==> src/rtl/rf_wb_arbiter.sv <==
// Register-file writeback arbiter: merges ALU and load-unit writebacks into one
// registered write port. Define RF_WB_ARB_RR_EN for round-robin; default is MEM fixed priority with ALU starvation guard.
module rf_wb_arbiter #(
    parameter int STARVE_MAX = 3
) (
    input  logic        clk,
    input  logic        rst,
    input  logic        alu_valid,
    input  logic [2:0]  alu_reg,
    input  logic [31:0] alu_data,
    output logic        alu_ready,
    input  logic        mem_valid,
    input  logic [2:0]  mem_reg,
    input  logic [31:0] mem_data,
    output logic        mem_ready,
    output logic        write_en,
    output logic [2:0]  write_reg,
    output logic [31:0] write_data,
    output logic [7:0]  busy_mask
);

    if (STARVE_MAX < 1 || STARVE_MAX > 15) begin : g_bad_starve
        $error("rf_wb_arbiter: STARVE_MAX must be within 1..15");
    end

    logic        alu_wins;
    logic        alu_fire;
    logic        mem_fire;
    logic        write_en_reg;
    logic [2:0]  write_reg_reg;
    logic [31:0] write_data_reg;

`ifdef RF_WB_ARB_RR_EN
    // Pointer names the preferred source on a contest: 0 = ALU, 1 = MEM.
    logic rr_ptr_reg;

    assign alu_wins = ~rr_ptr_reg;

    always_ff @(posedge clk) begin
        if (rst) begin
            rr_ptr_reg <= 1'b0;
        end else if (alu_fire && mem_valid) begin
            rr_ptr_reg <= 1'b1;
        end else if (mem_fire && alu_valid) begin
            rr_ptr_reg <= 1'b0;
        end
    end
`else
    localparam logic [3:0] STARVE_LIM = 4'(STARVE_MAX);

    // Counts ALU losses since its last grant; reaching the limit flips the next contest.
    logic [3:0] starve_cnt_reg;

    assign alu_wins = (starve_cnt_reg == STARVE_LIM);

    always_ff @(posedge clk) begin
        if (rst) begin
            starve_cnt_reg <= 4'd0;
        end else if (alu_fire) begin
            starve_cnt_reg <= 4'd0;
        end else if (alu_valid && (starve_cnt_reg < STARVE_LIM)) begin
            starve_cnt_reg <= starve_cnt_reg + 4'd1;
        end
    end
`endif

    assign alu_ready = ~rst & alu_valid & (~mem_valid | alu_wins);
    assign mem_ready = ~rst & mem_valid & (~alu_valid | ~alu_wins);
    assign alu_fire  = alu_ready;
    assign mem_fire  = mem_ready;

    // Output stage accepts every cycle; reg/data hold when nothing is granted.
    always_ff @(posedge clk) begin
        if (rst) begin
            write_en_reg   <= 1'b0;
            write_reg_reg  <= 3'd0;
            write_data_reg <= 32'd0;
        end else begin
            write_en_reg <= alu_fire | mem_fire;
            if (alu_fire) begin
                write_reg_reg  <= alu_reg;
                write_data_reg <= alu_data;
            end else if (mem_fire) begin
                write_reg_reg  <= mem_reg;
                write_data_reg <= mem_data;
            end
        end
    end

    assign write_en   = write_en_reg;
    assign write_reg  = write_reg_reg;
    assign write_data = write_data_reg;

    for (genvar gi = 0; gi < 8; gi++) begin : g_busy
        assign busy_mask[gi] = write_en_reg && (write_reg_reg == 3'(gi));
    end

endmodule

==> config.mk <==
export PLATFORM = sky130hd
export DESIGN_NAME = rf_wb_arbiter
export DESIGN_NICKNAME = d
export VERILOG_FILES = /design/src/rtl/rf_wb_arbiter.sv
export SDC_FILE = /design/constraint.sdc
export NUM_CORES = 1
export LEC_CHECK = 0
export CAP_MARGIN = 10
export CORE_MARGIN = 2
export CORE_UTILIZATION = 40
export CTS_CLUSTER_SIZE = 24
export DETAILED_ROUTE_END_ITERATION = 7
export DONT_BUFFER_PORTS = 1
export GPL_TIMING_DRIVEN = 0
export HOLD_SLACK_MARGIN = 0.06
export PLACE_DENSITY_LB_ADDON = 0.05
export RECOVER_POWER = 100
export SYNTH_ARGS = -nofsm -noshare
export SYNTH_HDL_FRONTEND = slang
export SYNTH_SLANG_ARGS = --single-unit
==> constraint.sdc <==
create_clock -name clk -period 2 [get_ports clk]
set_input_delay 0.6 -clock clk [delete_from_list [all_inputs] [get_ports clk]]
set_output_delay 0.6 -clock clk [all_outputs]
set_load 0.02 [all_outputs]
# --- Word level (Yosys, flattened, before mapping) ---
# Index checks and enable logic that the tools add are counted.
# W data, S select, Z words.
word_totals:
  ff_bits: 40
  out_inout_bits: 46
op_classes:
  addsub: 1
  magnitude_cmp: 1
  n_eq_ne: 8
  mux: 4
  bitwise_logic: 11
  reduce_logical: 12
op_table:
  columns: ["operator", "count"]
  rows:
  - ["$mux W32", 2]
  - ["$eq A3 B3 Y1 const B", 4]
  - ["$logic_and A1 B1 Y1", 9]
  - ["$eq A3 B2 Y1 const B", 2]
  - ["$mux W3", 2]
  - ["$add A4 B1 Y4 const B", 1]
  - ["$and A1 B1 Y1", 4]
  - ["$eq A4 B2 Y1 const B", 1]
  - ["$lt A4 B2 Y1 const B", 1]
  - ["$not A1 Y1", 4]
  - ["$eq A3 B1 Y1 const B", 1]
  - ["$logic_not A3 Y1", 1]
  - ["$or A1 B1 Y1", 3]
  - ["$reduce_bool A2 Y1", 1]
  - ["$reduce_or A2 Y1", 1]

# --- Longest topological paths before layout ---
# Gate-level depths: netlist (run 1).
depth:
  depth_word: 6
  mapped_depth: 5
  depth_no_buf: 4

# --- Worst setup path before layout (run 1) ---
# OpenSTA, ideal clock, no wires.
synth_path:
  path_type: "reg2out"
  from: "register starve_cnt_reg[0]"
  to: "output alu_ready"
  arrival_time_ns: 1.426
  required_ns: 1.400
  setup_slack_ns: -0.026
  stages_incl_launch_ff: 5
  n_path_buf: 1
  path_cell_list: "dfxtp_1 -> ha_1 -> or3b_1 -> a21oi_4 -> buf_6"
synth_between:
  elab_chain_cells: 3
synth_lines:
  columns: ["item", "line", "source"]
  rows:
  - ["start, declared", "52", "logic [3:0] starve_cnt_reg;"]
  - ["start signal, assigned", "62", "starve_cnt_reg <= starve_cnt_reg + 4'd1;"]
  - ["$eq A4 B2 Y1", "54", "assign alu_wins = (starve_cnt_reg == STARVE_LIM);"]
  - ["$or A1 B1 Y1", "67", "assign alu_ready = ~rst & alu_valid & (~mem_valid | alu_wins);"]
  - ["$and A1 B1 Y1", "67", null]
  - ["end, declared", "11", "output logic alu_ready,"]
# Every way passes these cells.

# --- Worst setup path after layout (run 1) ---
# Same ends and word-level chain as after synthesis.

==> qor.csv, run 1 <==
metric,value,unit
grt_pass1_vias,1336,
syn_inst,164,
holdPathStages,1,
nets,254,
critPathArrivalTime,1.48,ns
grt_overflow_total,0,
vdd_drop_max,0.392,mV
largest_reg_flops,32,
rrSetupSlack,0.06,ns
p_total,1.67,mW
placementRows,23,
core,4090,sq um
die_area,4860,sq um
postSynthNetCount,239,
hold_start,alu_data[24],
cp_max_fo,5,
pwr_density_cell,836,nW/um^2
worstPathCellList,ha_4 -> or3b_4 -> a21oi_4 -> buf_8,
die_w,69.7,microns
synth_area_per_cell,10.5,sq um
cts_tree,done,
ys_warn_count,0,
outcome,"finished, violations left",
clock_sinks,40,
drv_slew,0,
hold_slack,0.444,ns
drc,0,
timing.rr.start,starve_cnt_reg[0],
final_common_cell,dfxtp_1,
path_delay_family,simple AND/OR/NAND/NOR gates,
slew-limit-headroom,57.5,%
pre_cts_ws,-0.208,ns
cts_hold_buffers,0,
r2r_cells,7,
clock_latency,0.29,ns
finalCritPeriodShare,104,%
drive_above_1_share,16.1,%
hp-class,input pin to register,
drtIter0Drc,31,
fin_tns_setup,-0.0831,ns
regArea,806,sq um
clk_pin_slew,0.07,ns
period_minus_slack,2.08,ns
gp_congestion,0.711,
area_delta_synth_final,15.5,%
drt_wl_total,4.26,mm
cts-root-buf,clkbuf_8,
cts-buffers-inserted,5,
viasPerCell,6.01,
tightest_slew,0.638,ns
p_leak,0.807,nW
ctsHtreeMaxLevel,2,
yosysUniqueCellTypes,23,
critPathLaunchType,register,
synth-seq-cells,40,
fin_cells,230,
skew,0.00629,ns
cp-end-kind,primary output,
start_util,42.3,%
grt_max_degree,12,
placedInstanceArea,1790,sq um
crit_buf_inv,1,
wl_per_cell,18.5,microns
die_h,69.7,microns
max_cap_viol_count,0,
hold_viol,0,
fmax,480,MHz
rsz0062_at_grt,true,
ant_nets,0,
antenna_cells,0,
hpwl,2.99,mm
worst_path_largest_cell_delay,0.38,ns
seq_area_frac_synth,46.3,%
most-common-layout-cells,"dfxtp_1 (38), a221o_1 (35), and2_1 (23), nor2_1 (18), mux2i_1 (9)",
fin_util,48.8,%
clockBufferDepth,2,
io_buffers,0,
dr.pass1.iters,4,
num_vias,1383,
layout_setup_ws,-0.0831,ns
grt_use_total,17.3,%
crit_path_top_delay_cell,or3b_4,
dp.cells,214,
nFillCells,393,
io-pin-count,120,
setup_violations,1,
multiInputGateArea,885,sq um
whs_endpoint,write_data[24],
r2r_end,write_data[10],
critPathRequiredTime,1.40,ns
stdcell_area,2000,sq um
grt_pass1_wl,6.58,mm
syn-cell-area,1730,sq um
violations,setup timing,
grt_antenna_before_repair,0,
crit_type,register to primary output,
==> layout make-up <==
type | instances | share of cell area, %
buffer | 11 | 3.51
clock buffer | 8 | 4.51
inverter | 1 | 0.188
multi-input combinational | 112 | 44.3
sequential | 40 | 40.4
tap | 50 | 3.13
timing repair buffer | 8 | 3.95
==> Yosys cell counts <==
cell type,number,area share (%)
dfxtp_1,40,46
clkbuf_1,3,0.65
or3b_1,1,0.51
nor3b_4,1,1.1
a21oi_1,2,0.58
buf_6,2,1.3
a21o_1,1,0.43
buf_2,5,1.4
nand2b_1,5,1.8
a221o_1,35,20
a211oi_4,1,1.2
a21oi_4,1,0.94
buf_1,1,0.22
mux2i_1,9,5.2
nand3b_1,1,0.43
nand2_1,2,0.43
or2_2,1,0.36
nor2_1,18,3.9
and2_1,29,10
nor3_1,3,0.87
ha_1,1,0.72
and4b_1,1,0.58
inv_1,1,0.22
==> routing by layer <==
| metal | vias to the layer above | part of all wire, % | GRT usage (%) |
|---|---|---|---|
| li1 | 645 | - | - |
| met1 | 641 | 41 | 20.5 |
| met2 | 95 | 47 | 27.6 |
| met3 | 2 | 11 | 9.01 |
| met4 | 0 | 0.33 | 4.49 |
| met5 | - | 0 | 0 |
==> power by group <==
group	internal (mW)	leakage, nW	switching [mW]
Sequential	0.853	0.332	0.107
Clock	0.281	0.0455	0.259
Combinational	0.0891	0.430	0.0795
==> timing repair <==
item / in CTS / in global routing
endpoints found under the hold margin: 0 / 0
gates resized for setup: 9 / 4
pin swaps: 3 / 3
gates cloned: 1 / 1
endpoints found under the setup margin: 4 / 25
buffers inserted: 3 / 3
==> logic make-up (layout without fill, tap and decap cells) <==
| family | Yosys count | after routing | share of synthesized area, % |
|---|---|---|---|
| adder cells (fa/ha/maj) | 1 | 1 | 0.724 |
| AO/OA/AOI/OAI | 40 | 40 | 23.4 |
| multiplexers | 9 | 9 | 5.21 |
| AND/OR/NAND/NOR | 62 | 62 | 20.5 |
| flip-flops | 40 | 40 | 46.3 |
| buffers and inverters | 12 | 28 | 3.84 |
==> how the worst max path moves through the flow <==
stage                                 start        end  slack (ns)  cells after the start
final                     starve_cnt_reg[0]  alu_ready       -0.08                      4
after global placement            alu_valid  mem_ready       -0.17                      3
after detailed placement          alu_valid  mem_ready       -0.21                      3
after CTS                 starve_cnt_reg[0]  alu_ready       -0.16                      4
after global routing      starve_cnt_reg[0]  alu_ready       -0.14                      4
after floorplan                   alu_valid  mem_ready       0.003                      3
Power figures use the tool's default switching activity.
==> run 2: changes to the inputs <==
Settings changed: ABC_CLOCK_PERIOD_IN_PS from default to 2000, SETUP_SLACK_MARGIN from default to 0.4.
==> run 2 against run 1 <==
- the flow still finishes with violations (setup timing)
- cell area grew 12%
- non-clock buffer count up 9
- combinational power is 25% higher
- sequential power rose by 1%
- critical path depth unchanged
- sequential share of layout area is 4.3 points lower
- core utilization increased by 5.8 points
- setup slack better by 0.018 ns
==> qor.csv, run 2 (synthesis gave the netlist of run 1 again) <==
metric,value,unit
dr.pass1.iters,4,
pre_cts_ws,-0.215,ns
outcome,"finished, violations left",
die_h,69.7,microns
met1_usage,20.1,%
drv_slew,0,
r2r_end,write_reg[1],
drive_above_1_share,27.0,%
fmax,484,MHz
critPathArrivalTime,1.47,ns
power_frac_seq,53.2,%
pwr_density_cell,817,nW/um^2
skew,0.00245,ns
grt_antenna_before_repair,0,
ctsHtreeMaxLevel,2,
clk_pin_slew,0.08,ns
ant_nets,0,
p_leak,0.896,nW
viasPerCell,5.97,
clock_latency,0.28,ns
core,4090,sq um
tightest_slew,0.701,ns
area_delta_synth_final,29.1,%
io-pin-count,120,
hold_start,mem_data[7],
nFillCells,364,
cts-buffers-inserted,5,
grt_pass1_vias,1491,
hpwl,3.07,mm
multiInputGateArea,995,sq um
placementRows,23,
critPathRequiredTime,1.40,ns
antenna_cells,0,
period_minus_slack,2.07,ns
switching_share,26.6,%
grt_overflow_total,0,
grt_use_total,18.7,%
p_int,1.34,mW
finalCritPeriodShare,103,%
crit_start,starve_cnt_reg[0],
max_cap_viol_count,0,
critPathLaunchType,register,
p_total,1.82,mW
crit_type,register to primary output,
grt_busiest_layer,met2,
gp_congestion,0.717,
vdd_drop_max,0.452,mV
most-common-layout-cells,"dfxtp_1 (37), a221o_1 (35), and2_1 (26), nor2_1 (12)",
drt_wl_total,4.67,mm
layout_setup_ws,-0.0654,ns
fin_util,54.6,%
die_w,69.7,microns
r2r_cells,9,
clockBufferDepth,2,
hp-class,input pin to register,
timing.rr.start,starve_cnt_reg[0],
nets,263,
grtUsageMet3,7.27,%
drtIter0Drc,43,
switching_power,0.484,mW
fin_tns_setup,-0.106,ns
cts_tree,done,
final_common_cell,dfxtp_1,
drc,0,
die_area,4860,sq um
rsz0062_at_grt,true,
wl_per_cell,19.5,microns
io_buffers,0,
clkPwrFrac,35.2,%
cp_max_fo,5,
largest_reg_flops,32,
start_util,42.3,%
violations,setup timing,
num_vias,1427,
endpoint,alu_ready,
clock_sinks,40,
cp-end-kind,primary output,
grt_max_degree,13,
grt_pass1_wl,7.22,mm
hold_viol,0,
setup_violations,2,
cts-root-buf,clkbuf_8,
use_met2,33.2,%
regArea,805,sq um
slew-limit-headroom,53.3,%
combPwrFrac,11.6,%
rrSetupSlack,0.09,ns
[run 2: through the flow]
stage / hold slack [ns] / cells / area (sq um)
3_5_place_dp: 0.490 / 214 / 1830
2_1_floorplan: 0.465 / 164 / 1770
3_3_place_gp: 0.472 / 214 / 1830
5_1_grt: 0.441 / 239 / 2230
4_1_cts: 0.439 / 234 / 2220
6_report: 0.449 / 239 / 2230
[run 2: cell type report]
class	count	share of cell area [%]
plain buffers	11	3.76
multi-input cells	112	44.6
flip-flops and latches	40	36.1
repair buffers	17	7.80
inverters	1	0.168
clock inverters	2	1.57
clock buffers	6	3.25
well taps	50	2.80
[run 2: worst max-delay path: stages (launching register included)]
cell and delay [ns]:
dfxtp_2 0.36, ha_4 0.13, or3b_4 0.38, a21oi_4 0.16
buf_8 0.15
[run 2: power by group through the flow]
| stage | combinational (mW) | sequential [mW] | clock [mW] |
|---|---|---|---|
| finish | 0.211 | 0.970 | 0.641 |
| CTS | 0.206 | 0.969 | 0.660 |
| floorplan | 0.135 | 0.965 | 0 |
| global placement | 0.153 | 0.978 | 0 |
| global route | 0.230 | 0.977 | 0.693 |
| detailed placement | 0.161 | 0.978 | 0 |
[run 2: repair_timing]
item | 4_1_cts | 5_1_grt
setup buffers | 9 | 4
hold buffers | 0 | 0
resized for setup | 44 | 10
pin swaps | 31 | 15
gates cloned | 3 | 1
setup endpoints to repair | 34 | 35
[run 2: routing by layer]
| metal | share of wire (%) | vias to the layer above |
|---|---|---|
| met5 | 0 | - |
| met4 | 0.49 | 0 |
| met3 | 9.5 | 2 |
| met2 | 49 | 85 |
| met1 | 41 | 677 |
| li1 | - | 663 |
[run 2: worst min path at each step]
stage	cells after the start	to	slack, ns
2_1_floorplan	2	starve_cnt_reg[1]	0.46
3_3_place_gp	2	starve_cnt_reg[1]	0.47
3_5_place_dp	2	starve_cnt_reg[1]	0.49
4_1_cts	1	write_data[3]	0.44
5_1_grt	1	write_data[19]	0.44
6_report	1	write_data[7]	0.45
==> run 3: changes to the inputs <==
Settings changed: CTS_BUF_LIST from default to sky130_fd_sc_hd__clkbuf_8.
==> run 3 against run 2 <==
- the run still ends with setup timing left
- cell count unchanged
- via count down 0.14%
- core utilization unchanged
- flip-flop and latch count unchanged
- wire length is essentially flat
- die area unchanged
- first-iteration DRC count fell by 4.7%
- critical path type unchanged
- largest power group unchanged
- highest routed layer unchanged
==> qor.csv, run 3 (synthesis gave the netlist of run 1 again) <==
metric,value,unit
combPwrFrac,11.6,%
viasPerCell,5.96,
grt_overflow_total,0,
gp_congestion,0.717,
hp-class,input pin to register,
cts-root-buf,clkbuf_8,
final_common_cell,dfxtp_1,
grt_pass1_wl,7.22,mm
wl_per_cell,19.5,microns
dr.pass1.iters,4,
clkPwrFrac,35.1,%
dp.cells,214,
critPathArrivalTime,1.47,ns
core,4090,sq um
outcome,"finished, violations left",
critPathRequiredTime,1.40,ns
ant_nets,0,
critPathLaunchType,register,
grt_pass1_vias,1491,
skew,0.00309,ns
cts-buffers-inserted,5,
clock_sinks,40,
finalCritPeriodShare,103,%
grt_max_degree,13,
start_util,42.3,%
crit_type,register to primary output,
hpwl,3.07,mm
drive_above_1_share,27.0,%
io-pin-count,120,
area_delta_synth_final,29.1,%
nets,263,
p_leak,0.901,nW
rsz0062_at_grt,true,
grt_antenna_before_repair,0,
grt_use_total,18.7,%
violations,setup timing,
cts_tree,done,
io_buffers,0,
tightest_slew,0.701,ns
die_area,4860,sq um
period_minus_slack,2.07,ns
placementRows,23,
switching_share,26.7,%
setup_violations,2,
drc,0,
p_int,1.33,mW
cp_max_fo,5,
drt_wl_total,4.66,mm
die_w,69.7,microns
max_cap_viol_count,0,
drv_slew,0,
layout_setup_ws,-0.0653,ns
cp-end-kind,primary output,
antenna_cells,0,
pwr_density_cell,815,nW/um^2
power_frac_seq,53.4,%
vdd_drop_max,0.451,mV
ctsHtreeMaxLevel,2,
die_h,69.7,microns
fmax,484,MHz
largest_reg_flops,32,
clock_latency,0.28,ns
clockBufferDepth,2,
hold_viol,0,
fin_tns_setup,-0.105,ns
num_vias,1425,
pre_cts_ws,-0.215,ns
slew-limit-headroom,53.3,%
switching_power,0.485,mW
clk_pin_slew,0.08,ns
drtIter0Drc,41,
most-common-layout-cells,"dfxtp_1 (37), a221o_1 (35), and2_1 (26), nor2_1 (12)",
fin_cells,239,
## run 3: cell types whose count changed in the layout (fill, tap and decap cells not counted)
cell / before / now
inv_1: 1 / 2
clkbuf_1: 7 / 6
## run 3: area by class of cell
| type | count | area (sq um) |
|---|---|---|
| repair buffers | 17 | 174 |
| inverters | 1 | 3.75 |
| flip-flops and latches | 40 | 805 |
| multi-input cells | 112 | 995 |
| clock inverters | 3 | 38.8 |
| fillers | 364 | 1860 |
| clock buffers | 5 | 68.8 |
| well taps | 50 | 62.6 |
| plain buffers | 11 | 83.8 |
## run 3: metrics by stage
| stage | utilization, % | instance area (sq um) | total power [mW] | hold slack (ns) |
|---|---|---|---|---|
| 3_3_place_gp | 44.9 | 1830 | 1.13 | 0.472 |
| 2_1_floorplan | - | 1770 | 1.10 | 0.465 |
| 4_1_cts | 54.3 | 2220 | 1.83 | 0.439 |
| 5_1_grt | 54.6 | 2230 | 1.90 | 0.441 |
| 3_5_place_dp | 44.9 | 1830 | 1.14 | 0.490 |
| 6_report | 54.6 | 2230 | 1.82 | 0.448 |
## run 3: power groups by stage
stage / clock network [mW] / registers (mW) / logic, mW
after floorplan: 0 / 0.965 / 0.135
final: 0.637 / 0.970 / 0.211
after global routing: 0.688 / 0.977 / 0.230
after detailed placement: 0 / 0.978 / 0.161
after CTS: 0.655 / 0.969 / 0.206
after global placement: 0 / 0.978 / 0.153
## run 3: worst paths after layout
| kind | from | end | slack, ns | cells past startpoint |
|---|---|---|---|---|
| worst min-delay path | mem_data[7] | write_data[7] | 0.45 | 1 |
| worst max-delay path | starve_cnt_reg[0] | alu_ready | -0.07 | 4 |
| worst min register to register | starve_cnt_reg[1] | starve_cnt_reg[1] | 0.49 | 2 |
| worst max register to register | starve_cnt_reg[0] | write_reg[1] | 0.09 | 9 |
## run 3: repair_timing
action	CTS	global route
gates resized for setup	44	10
cloned	3	1
buffers inserted	9	4
pin swaps	31	15
hold buffers	0	0
setup endpoints to repair	34	35
## run 3: routing by layer
metal / GRT usage (%) / vias to the layer above / share of wire, %
met5: 0 / - / 0
met3: 7.27 / 2 / 9.5
met1: 20.1 / 675 / 41
li1: - / 663 / -
met2: 33.2 / 85 / 49
met4: 6.62 / 0 / 0.49
## run 3: worst max-delay path, cell delays in order, from the launching register on
cell     delay (ns)
dfxtp_2        0.36
ha_4           0.13
or3b_4         0.38
a21oi_4        0.16
buf_8          0.15
